==> config.mk <==
export PLATFORM = sky130hd
export DESIGN_NAME = axi_w_mux_ordered
export DESIGN_NICKNAME = d
export VERILOG_FILES = /design/src/rtl/axi_w_mux_ordered.sv
export SDC_FILE = /design/constraint.sdc
export NUM_CORES = 1
export LEC_CHECK = 0
export ABC_CLOCK_PERIOD_IN_PS = 2500
export CAP_MARGIN = 10
export CORE_UTILIZATION = 37
export CTS_BUF_LIST = sky130_fd_sc_hd__clkbuf_2
export DETAILED_ROUTE_END_ITERATION = 10
export GPL_TIMING_DRIVEN = 1
export PLACE_DENSITY = 0.78
export SYNTH_ARGS = -nofsm -noshare
export SYNTH_HDL_FRONTEND = slang
export SYNTH_SLANG_ARGS = --single-unit
==> constraint.sdc <==
create_clock -name ACLK -period 2.5 [get_ports ACLK]
set_input_delay 0.5 -clock ACLK [delete_from_list [all_inputs] [get_ports ACLK]]
set_output_delay 0.5 -clock ACLK [all_outputs]
set_load 0.01 [all_outputs]
==> src/rtl/axi_w_mux_ordered.sv <==
// Per-slave AXI W-channel mux: steers master W beats to the slave in AW grant order.
// Optional AWLEN checking / WLAST regeneration when W_LEN_CHECK_EN is defined.
module axi_w_mux_ordered #(
   parameter int unsigned MASTER_CNT  = 2,
   parameter int unsigned DATA_BITS   = 32,
   parameter int unsigned ORDER_DEPTH = 4,
   parameter int unsigned LEN_BITS    = 4,
   localparam int unsigned STRB_BITS  = DATA_BITS / 8,
   localparam int unsigned IDX_BITS   = $clog2(MASTER_CNT)
) (
   input  logic                            ACLK,
   input  logic                            ARESETn,
   input  logic                            aw_push,
   input  logic [IDX_BITS-1:0]             aw_master,
   input  logic [LEN_BITS-1:0]             aw_len,
   output logic                            aw_full,
   input  logic [MASTER_CNT*DATA_BITS-1:0] WDATA_MS,
   input  logic [MASTER_CNT*STRB_BITS-1:0] WSTRB_MS,
   input  logic [MASTER_CNT-1:0]           WLAST_MS,
   input  logic [MASTER_CNT-1:0]           WVALID_MS,
   output logic [MASTER_CNT-1:0]           WREADY_MS,
   output logic [DATA_BITS-1:0]            WDATA,
   output logic [STRB_BITS-1:0]            WSTRB,
   output logic                            WLAST,
   output logic                            WVALID,
   input  logic                            WREADY,
   output logic                            len_err
);

   localparam int unsigned PTR_BITS = $clog2(ORDER_DEPTH);
   localparam int unsigned CNT_W    = PTR_BITS + 1;

   logic [CNT_W-1:0]     wr_ptr, rd_ptr, wr_ptr_nxt, rd_ptr_nxt;
   logic [IDX_BITS-1:0]  ord_master [ORDER_DEPTH];
   logic                 fifo_empty, full_nxt;
   logic                 push_ok, pop;
   logic [IDX_BITS-1:0]  head;
   logic                 can_load, accept;
   logic                 sel_valid, sel_last, out_last;
   logic [DATA_BITS-1:0] sel_data;
   logic [STRB_BITS-1:0] sel_strb;

   assign fifo_empty = (wr_ptr == rd_ptr);
   assign head       = ord_master[rd_ptr[PTR_BITS-1:0]];
   assign push_ok    = aw_push && !aw_full && (32'(aw_master) < MASTER_CNT);
   assign can_load   = !WVALID || WREADY;
   assign accept     = !fifo_empty && can_load && sel_valid;

   // Pointer arithmetic; full flag is registered from the next-state pointers.
   always_comb begin
      wr_ptr_nxt = wr_ptr + CNT_W'(push_ok);
      rd_ptr_nxt = rd_ptr + CNT_W'(pop);
      full_nxt   = (wr_ptr_nxt[PTR_BITS] != rd_ptr_nxt[PTR_BITS]) &&
                   (wr_ptr_nxt[PTR_BITS-1:0] == rd_ptr_nxt[PTR_BITS-1:0]);
   end

   // Select the head master's W signals.
   always_comb begin
      sel_valid = 1'b0;
      sel_last  = 1'b0;
      sel_data  = '0;
      sel_strb  = '0;
      for (int unsigned i = 0; i < MASTER_CNT; i++) begin
         if (IDX_BITS'(i) == head) begin
            sel_valid = WVALID_MS[i];
            sel_last  = WLAST_MS[i];
            sel_data  = WDATA_MS[i*DATA_BITS +: DATA_BITS];
            sel_strb  = WSTRB_MS[i*STRB_BITS +: STRB_BITS];
         end
      end
   end

   always_comb begin
      WREADY_MS = '0;
      for (int unsigned i = 0; i < MASTER_CNT; i++) begin
         if (IDX_BITS'(i) == head) begin
            WREADY_MS[i] = !fifo_empty && can_load;
         end
      end
   end

`ifdef W_LEN_CHECK_EN
   logic [LEN_BITS-1:0] ord_len [ORDER_DEPTH];
   logic [LEN_BITS-1:0] beat_cnt;
   logic                len_hit;

   // The AWLEN beat count is authoritative for burst end; master WLAST is only checked.
   assign len_hit  = (beat_cnt == ord_len[rd_ptr[PTR_BITS-1:0]]);
   assign out_last = len_hit;
   assign pop      = accept && len_hit;

   always_ff @(posedge ACLK or negedge ARESETn) begin
      if (!ARESETn) begin
         beat_cnt <= '0;
         len_err  <= 1'b0;
         for (int unsigned i = 0; i < ORDER_DEPTH; i++) begin
            ord_len[i] <= '0;
         end
      end else begin
         if (push_ok) begin
            ord_len[wr_ptr[PTR_BITS-1:0]] <= aw_len;
         end
         if (pop) begin
            beat_cnt <= '0;
         end else if (accept) begin
            beat_cnt <= beat_cnt + LEN_BITS'(1);
         end
         if (accept && (sel_last != len_hit)) begin
            len_err <= 1'b1;
         end
      end
   end
`else
   logic unused_len;

   assign unused_len = ^aw_len;
   assign out_last   = sel_last;
   assign pop        = accept && sel_last;
   assign len_err    = 1'b0;
`endif

   // Order FIFO state.
   always_ff @(posedge ACLK or negedge ARESETn) begin
      if (!ARESETn) begin
         wr_ptr  <= '0;
         rd_ptr  <= '0;
         aw_full <= 1'b0;
         for (int unsigned i = 0; i < ORDER_DEPTH; i++) begin
            ord_master[i] <= '0;
         end
      end else begin
         wr_ptr  <= wr_ptr_nxt;
         rd_ptr  <= rd_ptr_nxt;
         aw_full <= full_nxt;
         if (push_ok) begin
            ord_master[wr_ptr[PTR_BITS-1:0]] <= aw_master;
         end
      end
   end

   // Registered slave-side output stage.
   always_ff @(posedge ACLK or negedge ARESETn) begin
      if (!ARESETn) begin
         WVALID <= 1'b0;
         WLAST  <= 1'b0;
         WDATA  <= '0;
         WSTRB  <= '1;
      end else if (accept) begin
         WVALID <= 1'b1;
         WLAST  <= out_last;
         WDATA  <= sel_data;
         WSTRB  <= sel_strb;
      end else if (WVALID && WREADY) begin
         WVALID <= 1'b0;
         WLAST  <= 1'b0;
      end
   end

endmodule
; ---- After elaboration in Yosys (flattened, before gate mapping)
; Index checks and enable logic that the tools add are counted.
[word_totals]
reg_bits = 49
latch_bits = 0
ram_bits = 0
mem_bits_ro = 0
in_bits = 85
out_inout_bits = 42
memories = 0
[op_classes]
addsub = 2
mul = 0
div = 0
magnitude_cmp = 3
eq_ne = 3
shifts = 0
muxes = 15
bitwise = 2
n_reduce_logical = 12
[op_table]
columns = operator, count
row1 = $mux W32, 1
row2 = $mux W1, 10
row3 = $logic_and A1 B1 Y1, 7
row4 = $add A3 B1 Y3, 2
row5 = $ge A3 B3 Y1 const B, 2
row6 = $not A2 Y3, 2
row7 = $bwmux W4, 1
row8 = $mux W4, 1
row9 = $eq A3 B3 Y1, 1
row10 = $logic_not A1 Y1, 3
row11 = $lt A3 B1 Y1 const B, 1
row12 = $bmux W1 S2, 1
row13 = $demux W1 S2, 1
row14 = $eq A2 B2 Y1, 1
row15 = $reduce_bool A2 Y1, 1
row16 = $logic_or A1 B1 Y1, 1
row17 = $ne A1 B1 Y1, 1

; ---- Longest topological paths before layout
[logic_depth]
ltp_word = 10
mapped_depth = 10
ltp_nobuf = 8

; ---- Least setup slack after synthesis
; OpenSTA, ideal clock, no wires.
[synth_timing]
path_kind = register to register
startpoint = reg rd_ptr[0]
endpoint = reg aw_full
setup_ps = 88
arrival_ps = 2313
setup_slack_ps = 99
path_stages_with_launch = 11
path_cell_list = dfrtp_1 > mux4_2 > buf_6 > buf_6 > mux2i_1 > nor3_1 > ha_1 > ha_1 > xnor2_1 > nand2_1 > nor3b_1
[synth_between]
elab_chain_len = 10
elab_cells_between_ends = 15
classes_between = 1 x add/sub / 3 x eq/ne / 5 x mux / 1 x bitwise / 5 x reduce/logical
[synth_lines]
columns = element, line
row1 = start: declaration, 33  ; logic [CNT_W-1:0] wr_ptr, rd_ptr, wr_ptr_nxt, rd_ptr_nxt;
row2 = start signal: assignment, 133  ; rd_ptr <= rd_ptr_nxt;
row3 = $not A2 Y3 (not written as such), 44  ; assign head = ord_master[rd_ptr[PTR_BITS-1:0]];
row4 = $bmux W1 S2, 44
row5 = $mux W1 (not written as such) (2 in a row), 44
row6 = $mux W1, 64  ; if (IDX_BITS'(i) == head) begin
row7 = $logic_and A1 B1 Y1, 47  ; assign accept = !fifo_empty && can_load && sel_valid;
row8 = $logic_and A1 B1 Y1 (*), 118  ; assign pop = accept && sel_last;
row9 = via pop, 36  ; logic push_ok, pop;
row10 = $add A3 B1 Y3 (*), 52  ; rd_ptr_nxt = rd_ptr + CNT_W'(pop);
row11 = via rd_ptr_nxt[1], 33
row12 = $eq A2 B2 Y1 (*), 54  ; (wr_ptr_nxt[PTR_BITS-1:0] == rd_ptr_nxt[PTR_BITS-1:0]);
row13 = $logic_and A1 B1 Y1 (*), 53  ; full_nxt = (wr_ptr_nxt[PTR_BITS] != rd_ptr_nxt[PTR_BITS]) &&
row14 = via full_nxt, 35  ; logic fifo_empty, full_nxt;
row15 = end signal: assignment, 134  ; aw_full <= full_nxt;
row16 = end: declaration, 16  ; output logic aw_full,
; Mark *: on every way through the listed nets, which the timed path passes. The rest lies on a longest branch. The select of a mux whose other input is x is not followed.
; A chain may end at the register's enable or synchronous reset.

; ---- Worst setup path in the final report
; Same ends and word-level chain as after synthesis.

==> flow_summary.ini <==
[final_layout]
layout.nets = 387
syn2layout_area_growth_pct = 56.0
layout-drive-gt1-share_pct = 32.1
diodes = 0

[synthesis]
postSynthAreaPerCell_um2 = 15.1
post_synth_most_frequent_cells = dfrtp_1, mux2_2, mux2_4, mux2_1
synth_area_um2 = 2540
ys_warnings = 0
ys.flop_type = dfrtp_1
post-synth-top-area-fraction_pct = 44.4
ys_ff_latch = 49
synth-edff-count = 0
netlist_instances = 168
synth_cell_types = 27
seq_area_frac_synth_pct = 48.5
library_cell_with_the_highest_instance_count_after_synthesis = dfrtp_1
synth_area_leader_cell = dfrtp_1
synth_fp_nets = 257
netlist_top_cells_area = dfrtp_1, mux2_2, mux2_4, dfstp_2, mux2_1
proportion_of_register_bits_with_asynchronous_set_or_reset_after_synthesis_pct = 100

[flow_run]
drv.max_cap_violation_count = 0

[floorplan]
design.die.area_um2 = 7190
height_of_the_die_um = 84.8
io_pins = 127
start_util_pct = 39.0
core_um2 = 6490
dieWidth_um = 84.8
rows = 29

[route]
wire_per_inst_um = 15.2
met3_wirelength_um = 375
drt_first_iter_violations = 66
route.antenna.remaining_nets = 0
wl_um = 5710
top_signal_layer_used = met4
drt_pass1_iterations = 8
detailroute.wirelength.met2_um = 2920
routed_via_density = 4.79
drc = 10
wl_met1_um = 2360
routed-via-count = 1800

[worst_setup_path]
setup.worst_path.start_class = flop
arrival_ns = 2.77
largest_fanout_of_any_net_on_the_critical_path = 4
r2r_cells = 9
cell_at_the_slowest_stage_of_the_critical_path = mux4_2
cp_common_cell = ha_1
largest_stage_delay_worst_path_ns = 0.57
critical_path_required_ns = 2.83
worstPathCellList = mux4_2, buf_4, mux2i_4, nor3_4, ha_1, ha_1, xnor2_1, nand2_1, nor3b_2
worst_setup_path_category = flop to flop
setup.worst_path.end_class = flop

[status]
violations = design-rule violations
run_status = finished, violations left

[clock_network]
htree_num_levels = 2
clockRootBuffer = clkbuf_2
cts.sinks = 49
clock_latency_ns = 0.40
clkSlewWorstSetupHoldPaths_ns = 0.23
cts_made_buffers = 5
tritoncts_clock_tree = built
ctsLongestPathBuffers = 2

[power_and_ir_drop]
power_switching_w = 0.00186
combPwrFrac_pct = 65.6
switching_share_pct = 33.7
peak_ir_drop_on_the_vdd_network_mv = 1.13
power_per_cell_area_nw_per_um2 = 1390
p_leak_nw = 1.66
clockPowerShare_pct = 7.3
internal_pwr_total_w = 0.00364
report.power.total_w = 0.00550
pwr-share-seq_pct = 27.0

[placed_design]
detailed_place_hpwl_um = 4250
port_buffers = 121
place_congestion = 0.722

[timing]
max-slew-margin-rel_pct = 66.2
timing_worst_slew_pin_value_ns = 0.507
clock-skew-final_ns = 0.0121
min_period_ns = 2.44
final_min_period_over_clock_period_pct = 97.5
clock.fmax_mhz = 410
hold_ws_ns = 0.519
final_hold_viol_count = 0
timing.final.setup_violations = 0
timing_max_transition_violations_final = 0
grt_setup_unrepaired = true

[grt]
grt_antenna_before_repair = 0
first_global_vias = 2010
grt_usage_pct = 17.3
grt_overflow = 0
grt_first_pass_wirelength_um = 9690
maximum_number_of_pins_on_one_net_before_global_route_repair = 38

[hold_path]
min-delay-path-class = flop to flop
hold_path_depth = 1
[timing repair]
| item | CTS | global route |
|---|---|---|
| resized for setup | 4 | 5 |
| hold buffers | 1 | 0 |
| buffers inserted | 2 | 1 |
| pin swaps | 2 | 0 |
| endpoints found under the hold margin | 13 | 0 |
| setup endpoints to repair | 3 | 1 |
[cells in the final DEF, fill, tap and decap left out, drive strengths merged]
master / instances
buf: 10
bufinv: 1
clkbuf: 6
clkdlybuf4s50: 118
clkinv: 1
conb: 1
dfrtp: 45
dfstp: 4
dlygate4sd2: 2
dlygate4sd3: 1
ha: 4
mux2: 76
mux2i: 2
mux4: 1
nand2: 5
nand2b: 1
nand3: 1
nand3b: 1
nor2: 4
nor2b: 2
nor3: 1
nor3b: 2
o21ai: 1
o21bai: 1
o31ai: 1
xnor2: 2
xor2: 5
[power groups by stage]
stage,clock [W],sequential [W],combinational [W]
6_report,0.000403,0.00149,0.00361
5_1_grt,0.000451,0.00155,0.00389
4_1_cts,0.000425,0.00149,0.00356
3_5_place_dp,0,0.00150,0.00351
3_3_place_gp,0,0.00149,0.00347
2_1_floorplan,0,0.00164,0.00218
[worst paths after layout]
check / from / endpoint / slack, ns
worst max-delay path: rd_ptr[0] / aw_full / 0.06
worst min-delay path: WDATA[0] / WDATA[0] / 0.52
worst max register to register: rd_ptr[0] / aw_full / 0.06
worst min register to register: WDATA[0] / WDATA[0] / 0.52
max in group asynchronous: ARESETn / WSTRB[1] / 1.15
min in group asynchronous: ARESETn / WVALID / 0.55
[worst max-delay path, delay by kind of cell, from the launching register on]
kind	cells	cell delay, ns
xor gates and xnor gates	1	0.15
adders and majority gates	2	0.41
buffers and inverters	1	0.18
DFF	1	0.42
muxes	2	0.75
and+or+nand+nor	3	0.45
[cells by family (layout without fill, tap and decap cells)]
family / count (synthesis) / count (layout) / share of synthesized area [%]
fa+ha+maj: 4 / 4 / 1.97
buf+inv: 8 / 139 / 2.81
flops: 49 / 49 / 48.5
xor+xnor: 7 / 7 / 2.42
other cells: 1 / 1 / 0.148
mux: 79 / 79 / 39.5
simple gates: 17 / 17 / 3.65
compound gates: 3 / 3 / 0.987
[flip-flops by register name, summed over array words and instances, names as in the netlist]
register / cells
aw_full: 1
WVALID: 1
WSTRB: 4
ord_master: 4
rd_ptr: 3
wr_ptr: 3
WLAST: 1
WDATA: 32
[through the flow]
step / TNS [ns] / instance area, um^2 / cells / util, % / setup WS, ns
floorplan: 0 / 2540 / 168 / - / 0.0991
global placement: 0 / 3820 / 364 / 58.9 / 0.0852
detailed placement: 0 / 3820 / 364 / 58.9 / 0.0124
CTS: 0 / 3920 / 375 / 60.3 / 0.0141
global route: -0.0867 / 3960 / 376 / 60.9 / -0.0867
finish: 0 / 3960 / 376 / 60.9 / 0.0613
[layout make-up]
| type | instances | area, um^2 |
|---|---|---|
| Clock buffer | 6 | 30.0 |
| Sequential cell | 49 | 1230 |
| Timing Repair Buffer | 131 | 1290 |
| Fill cell | 532 | 2540 |
| Clock inverter | 2 | 33.8 |
| Tap cell | 77 | 96.3 |
| Multi-Input combinational cell | 111 | 1270 |
[per-layer routing]
layer	track usage, %	vias up
met3	4.13	6
met4	4.16	0
met5	0	-
met1	20.6	877
met2	31.4	60
li1	-	857
(Power assumes the default switching activity.)
